===== src/rtl/core_boot_ctrl_if.sv =====
// Boot controller bus bundle: the program byte stream coming in and the
// instruction-memory byte write port going out.
interface core_boot_ctrl_if #(
  parameter int unsigned IMEM_AW = 8
);
  logic               s_valid;
  logic [7:0]         s_data;
  logic               s_ready;
  logic               imem_we;
  logic [IMEM_AW-1:0] imem_addr;
  logic [7:0]         imem_wdata;

  // master: byte source and memory sink (testbench / SoC side)
  modport master (
    output s_valid, s_data,
    input  s_ready, imem_we, imem_addr, imem_wdata
  );

  // slave: the boot controller itself
  modport slave (
    input  s_valid, s_data,
    output s_ready, imem_we, imem_addr, imem_wdata
  );
endinterface


===== src/rtl/core_boot_ctrl.sv =====
// Boot controller: streams a program into instruction memory while the core
// is held in reset, releases the core, runs it for a bounded (or unbounded)
// number of cycles, then halts it with its state preserved for inspection.
module core_boot_ctrl #(
  parameter int unsigned IMEM_AW = 8,
  parameter int unsigned CYC_W   = 16
) (
  input  logic             clk,
  input  logic             rst,
  input  logic             load_start,
  input  logic [IMEM_AW:0] load_len,
  input  logic [CYC_W-1:0] run_limit,
  input  logic             abort,
  core_boot_ctrl_if.slave  bus,
  output logic             core_rst,
  output logic             core_en,
  output logic             busy,
  output logic             done,
  output logic             err,
  output logic [CYC_W-1:0] cyc_count
);

  typedef enum logic [2:0] {
    S_IDLE,
    S_LOAD,
    S_RELEASE,
    S_RUN,
    S_HALT
  } state_t;

  localparam logic [IMEM_AW:0]   LEN_MAX = {1'b1, {IMEM_AW{1'b0}}};
  localparam logic [IMEM_AW:0]   LEN_ONE = {{IMEM_AW{1'b0}}, 1'b1};
  localparam logic [IMEM_AW-1:0] IDX_ONE = {{(IMEM_AW-1){1'b0}}, 1'b1};
  localparam logic [CYC_W-1:0]   CYC_ONE = {{(CYC_W-1){1'b0}}, 1'b1};

  state_t             r_state;
  state_t             w_next;
  logic [IMEM_AW:0]   r_len;
  logic [CYC_W-1:0]   r_limit;
  logic [CYC_W-1:0]   r_cyc;
  logic [IMEM_AW-1:0] r_idx;
  logic [IMEM_AW-1:0] r_addr;
  logic [7:0]         r_wdata;
  logic               r_we;
  logic               r_done;
  logic               r_err;

  logic w_len_ok;
  logic w_can_start;
  logic w_start;
  logic w_bad_start;
  logic w_accept;
  logic w_last_byte;
  logic w_limit_hit;

  // Decode handshakes, load requests and terminal conditions from current state
  always_comb begin
    w_len_ok    = (load_len != '0) && (load_len <= LEN_MAX);
    // abort in HALT wins over a new load request
    w_can_start = (r_state == S_IDLE) || ((r_state == S_HALT) && !abort);
    w_start     = w_can_start && load_start && w_len_ok;
    w_bad_start = w_can_start && load_start && !w_len_ok;
    w_accept    = (r_state == S_LOAD) && !abort && bus.s_valid;
    w_last_byte = ({1'b0, r_idx} == (r_len - LEN_ONE));
    w_limit_hit = (r_limit != '0) && (r_cyc == (r_limit - CYC_ONE));
  end

  // Next-state selection; abort has priority over handshake and limit hit
  always_comb begin
    w_next = r_state;
    case (r_state)
      S_IDLE:    if (w_start) w_next = S_LOAD;
      S_LOAD:    if (abort) w_next = S_IDLE;
                 else if (w_accept && w_last_byte) w_next = S_RELEASE;
      S_RELEASE: w_next = abort ? S_IDLE : S_RUN;
      S_RUN:     if (abort) w_next = S_IDLE;
                 else if (w_limit_hit) w_next = S_HALT;
      S_HALT:    if (abort) w_next = S_IDLE;
                 else if (w_start) w_next = S_LOAD;
      default:   w_next = S_IDLE;
    endcase
  end

  // Output decode: state-derived controls plus registered write/pulse outputs
  always_comb begin
    bus.s_ready    = (r_state == S_LOAD) && !abort;
    bus.imem_we    = r_we;
    bus.imem_addr  = r_addr;
    bus.imem_wdata = r_wdata;
    core_rst       = (r_state == S_IDLE) || (r_state == S_LOAD) || (r_state == S_RELEASE);
    core_en        = (r_state == S_RUN);
    busy           = (r_state == S_LOAD) || (r_state == S_RELEASE) || (r_state == S_RUN);
    done           = r_done;
    err            = r_err;
    cyc_count      = r_cyc;
  end

  // State register, byte-write pipeline, run counter and latched load parameters
  always_ff @(posedge clk) begin
    if (rst) begin
      r_state <= S_IDLE;
      r_len   <= '0;
      r_limit <= '0;
      r_cyc   <= '0;
      r_idx   <= '0;
      r_addr  <= '0;
      r_wdata <= '0;
      r_we    <= 1'b0;
      r_done  <= 1'b0;
      r_err   <= 1'b0;
    end else begin
      r_state <= w_next;
      r_we    <= w_accept;
      r_done  <= (r_state == S_RUN) && !abort && w_limit_hit;
      r_err   <= w_bad_start;
      if (w_accept) begin
        r_addr  <= r_idx;
        r_wdata <= bus.s_data;
        r_idx   <= r_idx + IDX_ONE;
      end
      if (w_start) begin
        r_len   <= load_len;
        r_limit <= run_limit;
        r_idx   <= '0;
        r_cyc   <= '0;
      end else if ((r_state == S_RUN) && (r_cyc != '1)) begin
        r_cyc <= r_cyc + CYC_ONE;
      end
    end
  end

endmodule

===== src/flat_wrapper.sv =====
// flat-port wrapper written by rule: the top's interface ports become plain ports
module core_boot_ctrl_flat 
#(
  parameter int unsigned IMEM_AW = 8,
  parameter int unsigned CYC_W   = 16
)
  (clk, rst, load_start, load_len, run_limit, abort, core_rst, core_en, busy, done, err, cyc_count, bus_s_valid, bus_s_data, bus_s_ready, bus_imem_we, bus_imem_addr, bus_imem_wdata);
  core_boot_ctrl_if #(.IMEM_AW(IMEM_AW)) bus_i ();
  input  logic clk;
  input  logic rst;
  input  logic load_start;
  input  logic [IMEM_AW:0] load_len;
  input  logic [CYC_W-1:0] run_limit;
  input  logic abort;
  output logic core_rst;
  output logic core_en;
  output logic busy;
  output logic done;
  output logic err;
  output logic [CYC_W-1:0] cyc_count;
  input wire logic [$bits(bus_i.s_valid)-1:0] bus_s_valid;
  input wire logic [$bits(bus_i.s_data)-1:0] bus_s_data;
  output wire logic [$bits(bus_i.s_ready)-1:0] bus_s_ready;
  output wire logic [$bits(bus_i.imem_we)-1:0] bus_imem_we;
  output wire logic [$bits(bus_i.imem_addr)-1:0] bus_imem_addr;
  output wire logic [$bits(bus_i.imem_wdata)-1:0] bus_imem_wdata;
  assign bus_i.s_valid = bus_s_valid;
  assign bus_i.s_data = bus_s_data;
  assign bus_s_ready = bus_i.s_ready;
  assign bus_imem_we = bus_i.imem_we;
  assign bus_imem_addr = bus_i.imem_addr;
  assign bus_imem_wdata = bus_i.imem_wdata;
  core_boot_ctrl #(.IMEM_AW(IMEM_AW), .CYC_W(CYC_W)) u_core (.clk(clk), .rst(rst), .load_start(load_start), .load_len(load_len), .run_limit(run_limit), .abort(abort), .bus(bus_i), .core_rst(core_rst), .core_en(core_en), .busy(busy), .done(done), .err(err), .cyc_count(cyc_count));
endmodule

===== config.mk =====
export PLATFORM = sky130hd
export DESIGN_NAME = core_boot_ctrl_flat
export DESIGN_NICKNAME = d
export VERILOG_FILES = /design/src/rtl/core_boot_ctrl_if.sv /design/src/rtl/core_boot_ctrl.sv /design/src/flat_wrapper.sv
export SDC_FILE = /design/constraint.sdc
export NUM_CORES = 1
export LEC_CHECK = 0
export ABC_CLOCK_PERIOD_IN_PS = 2100
export CORE_UTILIZATION = 47
export DETAILED_ROUTE_END_ITERATION = 10
export PLACE_DENSITY_LB_ADDON = 0.08
export SYNTH_ARGS = -nofsm -noshare
export SYNTH_HDL_FRONTEND = slang
export SYNTH_SLANG_ARGS = --single-unit

===== constraint.sdc =====
create_clock -name clk -period 2.1 [get_ports clk]
set_input_delay 0.21 -clock clk [delete_from_list [all_inputs] [get_ports clk]]
set_output_delay 0.21 -clock clk [all_outputs]
set_load 0.01 [all_outputs]

==> metrics.md <==
| Metric | Value |
|---|---|
| First-pass DRT Iterations | 4 |
| Root Buffer | clkbuf_8 |
| Synthesized area per cell | 7.71 um2 |
| Seq/Total Area, Yosys | a little under two fifths |
| Gpl congestion | around 0.85 |
| Pwr/cell area | around 630 nW/um2 |
| Detailed Route WL | around 10,000 um |
| Drt drc | 0 |
| Ports | slightly below 80 |
| WP data required | about 2300 ps |
| Failing checks | negative setup slack |
| ANT cells | 0 |
| Crit-path slowest cell | or4_4 |
| Vias per std cell | ~5.4 |
| Fill cell count | around 690 |
| DIE AREA | about 8500 um2 |
| Clk slew on worst S/H paths | ~90 ps |
| Largest net degree at the start of global routing | 27 |
| Post-route cell area | between 5000 and 6000 um2 |
| Final hold slack | approximately 400 ps |
| Worst path bufs/invs | 0 |
| Tot GR Track Use | roughly 26% |
| Clock Tree Buf Depth | 2 |
| Drt initial violations | between 100 and 150 |
| Worst hold start | run_limit[0] |
| Total CTS buffers | 9 |
| Critical path arrival | 2490 ps |
| CTS H-Tree Depth | 3 |
| Netlist cell types | 57 |
| Final-report setup violation count | 4 |
| Logic pwr share | 19.8% |
| Synthesized flop and latch total | between 70 and 80 |
| Grt ovf | 0 |
| Worst-Skew Late Latency | approximately 350 ps |
| Path type of the worst setup path | register to register |
| Worst IR Drop VDD | ~360 uV |
| Max Clk Rate | around 440 MHz |
| Async set-reset flop share out of synthesis | 0% |
| Die X | about 90 um |
| Area post-placement | between 5000 and 6000 um2 |
| Final hold vios | 0 |
| Clock sink count | between 70 and 80 |
| Worst hold-check path type | input port to register |
| Top FF cell, synth | dfxtp_1 |
| Max_cap viols | 0 |
| Initial antenna violation count | 0 |
| Delay-heaviest family, CP | simple AND/OR/NAND/NOR gates |
| Global-route wire length before repair | ~17,000 um |
| Average wire per standard cell | 14.6 um |
| Clock skew | around 5.8 ps |
| Routed vias | between 3,000 and 4,000 |
| Starting density of the core | 48.9% |
| Core Area | 7810 um2 |
| Worst-Margin Slew | between 400 and 500 ps |
| Critical Path Max Stage Delay | 550 ps |
| Post-layout min period | ~2300 ps |
| Max Slew Vio Count | 0 |
| Int Power | 2410 uW |
| Flop pwr share | around two fifths |
| YS warnings | 0 |
| CTS tree | built |
| P_sw | between 900 and 1000 uW |
| Vias in the first global route | about 3,700 |
| Switching part of the total | 27.8% |
| Post-route ant nets | 0 |
| Peak fanout along the critical path | 4 |
| Hpwl dp | 7730 um |
| Status | finished, violations left |
| Share of layout cells above drive strength 1 | between 10% and 20% |
| Final worst slack | -155 ps |
| Mapped Cells | about 500 |
| RSZ-0062 raised after global routing | yes |
| Origin of the critical flop-to-flop path | u_core.r_limit[3] |
| Post-Syn Area | 3810 um2 |
| Final Net Count | roughly 650 |
| Final period utilization | 107% |
| Slew margin rel. | a little over two thirds |
| Clock power frac | roughly two fifths |
| # rows | 32 |
| Vert. Die Dim | 92.1 um |
| Net count after synthesis | about 540 |
| Port bufs | 76 |
| Post-synth EDFFs | 0 |
| Syn-to-layout area delta | 39.5% |
| CP startpoint | u_core.r_limit[3] |
| Crit-path cells | or4_4 > or3_4 > o211a_1 > a221oi_2 > nand3_2 > and2b_2 > o211ai_1 |
| Leak | a little under 0.002 uW |
| Crit path launch type | register |
| CP endpoint kind | register |
## cell families after synthesis
kind of cell,after synthesis,share of synthesized area (%)
adder cells (fa/ha/maj),4,1.31
multiplexers,2,0.558
XOR/XNOR,51,11.7
AND/OR/NAND/NOR,239,30.9
AO/OA/AOI/OAI,86,13.8
flip-flops,71,37.3
buffers and inverters,42,4.39
## cell type report
cell class                      count  area [um2]  share of cell area, %
Sequential cell                    71        1430                   26.9
Tap cell                          102         128                   2.40
Clock buffer                        9         124                   2.33
Clock inverter                      7         105                   1.98
Multi-Input combinational cell    382        2270                   42.7
Timing Repair Buffer              136        1220                   23.0
Inverter                           10        37.5                  0.706
## worst paths after layout
kind | cells past startpoint | endpoint | slack (ps)
min reg2reg | 2 | u_core.bus.imem_wdata[3] | 460
min | 3 | u_core.r_limit[0] | 400
max reg2reg | 7 | u_core.r_state[0] | -160
max | 7 | u_core.r_state[0] | -160
## cell usage after synthesis (all sizes together), types with 3 or more instances
library cell | n | area (um2)
nand2 | 107 | 402
dfxtp | 71 | 1420
a21oi | 49 | 245
nor2 | 39 | 146
xnor2 | 36 | 315
clkbuf | 28 | 105
nand3 | 20 | 105
xor2 | 15 | 131
nor4 | 11 | 83.8
inv | 10 | 37.5
nor3 | 10 | 50.1
o21ai | 8 | 40.0
nand4 | 7 | 43.8
or3 | 6 | 42.5
and3 | 5 | 31.3
nor2b | 5 | 31.3
a31oi | 4 | 25.0
buf | 4 | 25.0
ha | 4 | 50.1
nand2b | 4 | 25.0
nand4b | 4 | 35.0
or4 | 4 | 33.8
a22oi | 3 | 22.5
and2 | 3 | 18.8
nor4b | 3 | 41.3
o211ai | 3 | 22.5
## what timing repair did
item,in CTS,in global routing
buffers inserted,0,1
gates cloned,0,0
pin swaps,5,0
hold buffers,0,0
resized for setup,3,8
endpoints found under the setup margin,4,6
## state kept, by name (all words and copies together), names as in the netlist
name	cells
u_core.cyc_count	16
u_core.r_limit	16
u_core.done	1
u_core.bus.imem_wdata	8
u_core.err	1
u_core.r_state	3
u_core.r_len	9
u_core.r_idx	8
u_core.bus.imem_we	1
u_core.bus.imem_addr	8
## cells in the final DEF (no fill, tap or decap), drive strengths merged, types with 4 or more instances in the layout
cell and instances:
nand2 107, clkdlybuf4s50 76, dfxtp 71, buf 60, a21oi 49, nor2 39, xnor2 36, nand3 20
xor2 15, inv 12, nor4 11, nor3 10, clkbuf 9, o21ai 8, nand4 7, or3 6
and3 5, nor2b 5, a31oi 4, nand4b 4, nand2b 4, ha 4, or4 4
## layer usage
layer	GRT usage, %	vias up	routed length (um)
met4	12.4	0	376
met5	0	-	0
met1	28.3	1795	4340
met3	5.64	34	379
li1	-	1930	-
met2	46.1	95	5340
## per-stage QoR
stage          worst slack (ps)  util (%)  total power, uW  std cells  setup TNS [ps]
2_1_floorplan              -158         -             1790        495            -509
3_3_place_gp               -212      64.6             2060        700            -686
3_5_place_dp               -233      64.6             2070        700            -796
4_1_cts                    -166      67.6             3350        716            -501
5_1_grt                    -256      68.1             3480        717            -905
6_report                   -155      68.1             3340        717            -509
## power by group through the flow
stage          clock network [uW]  registers [uW]  logic, uW
4_1_cts                      1300            1400        645
3_3_place_gp                    0            1430        626
2_1_floorplan                   0            1440        354
5_1_grt                      1360            1410        723
6_report                     1280            1400        661
3_5_place_dp                    0            1430        638
## worst min-delay path, cell delays in order
cell	delay, ps
clkdlybuf4s50_1	390
nand2_1	60
a21oi_1	50
No activity file was read; power rests on OpenSTA's default activity.
